### config.mk
export PLATFORM = sky130hd
export DESIGN_NAME = trace_vector_packer
export DESIGN_NICKNAME = d
export VERILOG_FILES = /design/src/rtl/trace_vector_packer.sv
export SDC_FILE = /design/constraint.sdc
export NUM_CORES = 1
export LEC_CHECK = 0
export CORE_UTILIZATION = 54
export CTS_CLUSTER_SIZE = 25
export DETAILED_ROUTE_END_ITERATION = 8
export PLACE_DENSITY = 0.79
export SETUP_SLACK_MARGIN = 0.2
export SYNTH_ARGS = -nofsm -noshare
export SYNTH_HDL_FRONTEND = slang
export SYNTH_SLANG_ARGS = --single-unit
### constraint.sdc
create_clock -name clk -period 2.7 [get_ports clk]
set_input_delay 0.54 -clock clk [delete_from_list [all_inputs] [get_ports clk]]
set_output_delay 0.54 -clock clk [all_outputs]
set_load 0.01 [all_outputs]
### src/rtl/trace_vector_packer.sv
// Packs M-lane trace beats into N-lane vectors for the input buffer, with
// end-of-frame flush/discard handling and tracing-gated capture.
module trace_vector_packer #(
  parameter int             N          = 8,
  parameter int             M          = 2,
  parameter int             DATA_WIDTH = 32,
  parameter logic [7:0]     PACKER_ID  = 8'd1,
  parameter bit             INIT_FLUSH = 1'b1,
  localparam int            BEATS      = N / M,
  localparam int            CW         = $clog2(BEATS) + 1
) (
  input  logic                             clk,
  input  logic                             rst_n,
  input  logic                             tracing,
  input  logic                             beat_valid,
  input  logic [M-1:0][DATA_WIDTH-1:0]     beat_in,
  input  logic                             eof_in,
  input  logic [7:0]                       configId,
  input  logic [7:0]                       configData,
  output logic                             enqueue,
  output logic [N-1:0][DATA_WIDTH-1:0]     vector_out,
  output logic                             eof_out,
  output logic [CW-1:0]                    beat_count
);

  logic [N-1:0][DATA_WIDTH-1:0] part_q, part_nxt, merged, vec_nxt;
  logic [CW-1:0]                count_nxt;
  logic                         flush_q, enq_nxt, eof_nxt;

  // Lanes above the current beat count are always zero in part_q, so an
  // emitted partial vector is zero-padded for free.
  always_comb begin
    merged = part_q;
    for (int k = 0; k < BEATS; k++) begin
      if (beat_count == CW'(k)) begin
        for (int l = 0; l < M; l++) merged[k*M+l] = beat_in[l];
      end
    end
  end

  always_comb begin
    part_nxt  = part_q;
    count_nxt = beat_count;
    vec_nxt   = vector_out;
    enq_nxt   = 1'b0;
    eof_nxt   = 1'b0;
    if (!tracing) begin
      part_nxt  = '0;
      count_nxt = '0;
      eof_nxt   = eof_in;
    end else if (beat_valid) begin
      if (beat_count == CW'(BEATS - 1)) begin
        enq_nxt   = 1'b1;
        vec_nxt   = merged;
        eof_nxt   = eof_in;
        part_nxt  = '0;
        count_nxt = '0;
      end else if (eof_in) begin
        eof_nxt   = 1'b1;
        enq_nxt   = flush_q;
        if (flush_q) vec_nxt = merged;
        part_nxt  = '0;
        count_nxt = '0;
      end else begin
        part_nxt  = merged;
        count_nxt = beat_count + CW'(1);
      end
    end else if (eof_in) begin
      eof_nxt = 1'b1;
      if (flush_q && beat_count != '0) begin
        enq_nxt = 1'b1;
        vec_nxt = part_q;
      end
      part_nxt  = '0;
      count_nxt = '0;
    end
  end

  always_ff @(posedge clk or negedge rst_n) begin
    if (!rst_n) begin
      part_q     <= '0;
      beat_count <= '0;
      vector_out <= '0;
      enqueue    <= 1'b0;
      eof_out    <= 1'b0;
      flush_q    <= INIT_FLUSH;
    end else begin
      part_q     <= part_nxt;
      beat_count <= count_nxt;
      vector_out <= vec_nxt;
      enqueue    <= enq_nxt;
      eof_out    <= eof_nxt;
      if (configId == PACKER_ID) flush_q <= configData[0];
    end
  end

endmodule
Word-level counts from Yosys, hierarchy flattened
Cells that the tools add are included.
- add/subtract/negate cells: 1
- eq/ne operators: 6
- mux-type cells: 30
- reductions and logical operators: 7
- operators with widths (cell ; count):
    $mux W256 ; 11
    $mux W64 ; 4
    $mux W3 ; 5
    $mux W1 ; 10
    $eq A8 B1 Y1 const B ; 1
    $eq A3 B2 Y1 const B ; 2
    $ne A3 B1 Y1 const B ; 2
    $reduce_bool A2 Y1 ; 3
    $reduce_and A5 Y1 ; 1
    $add A3 B1 Y3 const B ; 1
    $eq A3 B1 Y1 const B ; 1
    $logic_not A3 Y1 ; 1
    $reduce_bool A3 Y1 ; 1
    $logic_and A1 B1 Y1 ; 1
- bits in registers: 518
- logic and storage cells: 64

Depth between registers and ports, before layout
- depth after elaboration: 6
- gate-level depth with buffers: 8
- depth with buffers taken out: 6

Least setup slack after synthesis
No wires, ideal clock.
- kind: flip-flop to flip-flop
- from: reg beat_count[0]
- to: reg vector_out[245] (netlist bit)
- setup time: 0.125 ns
- arrival time: 1.982 ns
- data required time: 2.575 ns
- path slack: 0.594 ns
- cell stages (with the launch flop): 8
- clock period less this slack: 2.106 ns
- path through: dfrtp_1 -> ha_1 -> ha_1 -> nand2_1 -> buf_2 -> buf_2 -> mux2_2 -> mux2_2
- word-level cells in the longest chain between the ends: 6
- RTL lines (element ; line ; RTL):
    from (decl) ; 23 ; output logic [CW-1:0] beat_count
    from (signal assigned) ; 89 ; beat_count <= count_nxt;
    $eq A3 B2 Y1 ; 35, 52 ;
    $mux W64 ; 35 ; if (beat_count == CW'(k)) begin
    $mux W256 ; 61 ; if (flush_q) vec_nxt = merged;
    $mux W256 ; 58 ; end else if (eof_in) begin
    $mux W256 ; 52 ; if (beat_count == CW'(BEATS - 1)) begin
    $mux W256 ; 51 ; end else if (beat_valid) begin
    to (signal assigned) ; 90 ; vector_out <= vec_nxt;
    to (decl) ; 21 ; output logic [N-1:0][DATA_WIDTH-1:0] vector_out,
Parallel ways exist; a longest one is shown, timed or not. The select of a mux whose other input is x is not followed.
A chain may end at the register's enable or synchronous reset.

Worst setup path in the final report
- from: reg beat_count[0]
- to: reg part_q[42] (netlist bit)
- word-level cells in the longest chain between the ends: 6
- RTL lines (element ; line ; RTL):
    $logic_not A3 Y1 ; 35 ;
    $mux W64 ; 35 ;
    $mux W256 ; 58 ;
    $mux W256 (*) ; 52 ;
    $mux W256 (*) ; 51 ;
    $mux W256 (*) ; 47 ; if (!tracing) begin
    to (signal assigned) ; 88 ; part_q <= part_nxt;
    to (decl) ; 26 ; logic [N-1:0][DATA_WIDTH-1:0] part_q, part_nxt, merged, vec_nxt;
Every way passes the cells marked *; elsewhere a longest branch is shown, timed or not.

==> summary.md <==
| Metric | Value |
|---|---|
| Status | `completed` |
| Startpoint types | `register` |
| Synth Net Count | `roughly 1500` |
| Vias/cell | `around 5.8` |
| Die H | `roughly 200 µm` |
| Layout cells sized above 1 | `29.46%` |
| CP Buf/Inv Count | `1` |
| Peak supply drop | `about 530 µV` |
| Commonest non-fill, non-tap cell in the layout | `dfrtp_1` |
| Boundary Pins | `~350` |
| CTS tree | `yes` |
| Routed Antenna Nets | `0` |
| Leakage | `0.01406 µW` |
| CP required | `approximately 3.2 ns` |
| Via Count | `around 14000` |
| Adder-cell area share of the yosys netlist | `less than 1%` |
| Post-DP HPWL | `between 30 and 40 mm` |
| IO buf count | `~340` |
| Relative slew slack | `between 40% and 50%` |
| Synth Area per Inst | `15.52 µm²` |
| TritonCTS Buffers | `52` |
| Cell taking the most area after synthesis | `dfrtp_1` |
| Register Area | `between 10000 and 15000 µm²` |
| Inst Count DP | `approximately 2300` |
| RSZ-0062 raised after global routing | `no` |
| Die Width | `roughly 210 µm` |
| 1st-pass router iterations | `4` |
| First-pass GRT wire length | `between 80 and 90 mm` |
| Final Critical Period | `approximately 2.4 ns` |
| # DRC | `0` |
| Fin Clk Skew | `roughly 0.0077 ns` |
| Placeable core area | `roughly 40000 µm²` |
| Register area share after synthesis | `between 50% and 60%` |
| Data arrival, critical path | `between 2 and 3 ns` |
| Power per cell area | `~610 nW/µm²` |
| Min-Delay Path Class | `register to register` |
| Tightest Pin Transition | `0.8224 ns` |
| 1st-iter DRT viols | `669` |
| Crit end category | `register` |
| Compound-Gate Fraction of Synth Area | `under 10%` |
| Sw Ratio | `a little under a quarter` |
| Final core occ | `a little over two thirds` |
| Most used cell, CP | `ha_1` |
| Filler cells | `2715` |
| Main combinational cell family by area after synthesis | `multiplexers` |
| Max-cap viol count | `0` |
| CTS Buffer Depth | `3` |
| P_sw | `4060 µW` |
| Reg power frac | `47.6%` |
| CTS Root Cell | `clkbuf_16` |
| Combinational share of power | `roughly 11%` |
| Wire per inst | `approximately 24 µm` |
| Total Routing Usage GR | `27.24%` |
| Antenna diode count | `0` |
| Fin nets | `between 1500 and 2000` |
| CP delay by family, top | `adder cells` |
| Antenna violations before repair | `0` |
| Unique masters post-synth | `37` |
| Depth of the CTS H-tree | `2` |
| Worst path cell trace | `ha_1, ha_1, o21a_1, nor2_4, buf_12, a22o_1` |
| Post-Route WL | `about 56 mm` |
| Synth warnings | `0` |
| Clock Latency Late Sink | `between 0.5 and 0.6 ns` |
| Synth Area in XOR/XNOR | `less than 1%` |
| Period utilization | `between 80 and 90%` |
| Simple-gate area share of the yosys netlist | `under 10%` |
| Post-Synthesis Cells | `1440` |
| Post-route cell area | `between 20000 and 30000 µm²` |
| Initial core utilization | `a little over half` |
| Syn-to-layout area delta | `27.21%` |
| Area of the multi-input gates | `8815 µm²` |
| Die area | `42200 µm²` |
| Synth Register Bits | `approximately 520` |
| Final Hold Fails | `0` |
| Row cnt | `74` |
| Multiplexer area fraction after synthesis | `between 20% and 30%` |
| Cell Count, Final, Fillers Out | `2358` |
| Post-Syn Area | `22350 µm²` |
| Total grt overflow | `0` |
| Post-synth EDFFs | `0` |
| Crit-path max cell delay | `between 0.4 and 0.5 ns` |
| Slew Limit Fails | `0` |
| Setup TNS | `0 ns` |
| Post-placement cell area | `around 27000 µm²` |
| Top cells by area, synth | `dfrtp_1, mux2_2, a22o_1` |
| Crit-path slowest cell | `dfrtp_1` |
| P_int | `approximately 13000 µW` |
| Worst-path clk slew | `roughly 0.06 ns` |
| Synth top area share | `between 50 and 60%` |
| Num Clock Sinks | `518` |
| CP Max Fanout | `43` |
| Setup violations, final | `0` |
| Top_reg_cell synth | `dfrtp_1` |
| Max frequency | `between 0.4 and 0.5 GHz` |
| Largest net degree at the start of global routing | `76` |
| Async SR Flop Fraction | `100.0%` |
| Commonest non-fill, non-tap cells in the layout | `dfrtp_1, clkdlybuf4s50_1, mux2_2` |
| Vias in the first global route | `between 10000 and 15000` |
| Clk network pwr share | `between 40% and 50%` |
| Routability cong. | `just over 0.8` |
| Crit path kind | `register to register` |
## Yosys cell counts (all sizes together), types with 3 or more instances
master,number
nor2,5
ha,6
inv,5
and2,35
a22o,221
dfrtp,517
buf,94
mux2,513
nor3,4
nand2,9
clkbuf,10
a21oi,3
## what timing repair did
action                     CTS  global route
hold buffers                 1             0
hold endpoints to repair    59             0
setup endpoints to repair    0            45
resized for setup            0             1
buffers inserted             0             0
## logic make-up after synthesis
| kind of cell | Yosys count |
|---|---|
| DFF | 518 |
| xor gates and xnor gates | 1 |
| muxes | 514 |
| buffers and inverters | 109 |
| AOI/OAI and AO/OA | 232 |
| and+or+nand+nor | 60 |
| adders and majority gates | 6 |
## power groups by stage
stage,sequential (µW),clock (µW),combinational (µW)
detailed placement,8390,0,1880
CTS,8260,7320,1900
finish,8260,7210,1870
global placement,8380,0,1850
floorplan,8460,0,608
global route,8280,7610,2010
## registers in the layout, summed over array words and instances, names as in the netlist
name,cells
part_q,256
beat_count,3
enqueue,1
eof_out,1
flush_q,1
vector_out,256
## area by class of cell
type	instances	share of cell area [%]
inverters	5	0.06602
clock inverters	13	0.5898
multi-input cells	814	31.01
well taps	532	2.342
repair buffers	397	15.03
flip-flops and latches	518	45.61
clock buffers	79	5.361
## through the flow
stage	hold WS, ns	worst slack (ns)	power [µW]
global route	0.4940	0.1995	17910
detailed placement	0.4651	0.05291	10270
CTS	0.4819	0.2339	17470
finish	0.4769	0.3378	17340
floorplan	0.2444	0.5937	9068
global placement	0.4628	0.06633	10230
## per-layer routing
metal,part of all wire [%],global-route usage (%),up-vias
met4,2.2,7.857,0
met1,43,37.63,7275
met3,5.8,5.306,82
li1,-,-,6004
met2,49,43.87,415
met5,0,0,-
## path summary, 6_finish.rpt
kind / end / startpoint / depth (start not counted) / slack [ns]
min: part_q[215] / part_q[215] / 1 / 0.48
min reg2reg: part_q[215] / part_q[215] / 1 / 0.48
min in group asynchronous: vector_out[35] / rst_n / 2 / 0.55
max in group asynchronous: part_q[70] / rst_n / 3 / 1.20
max: part_q[42] / beat_count[0] / 6 / 0.34
max reg2reg: part_q[42] / beat_count[0] / 6 / 0.34
Note: power is estimated with default switching activity, not from simulation.
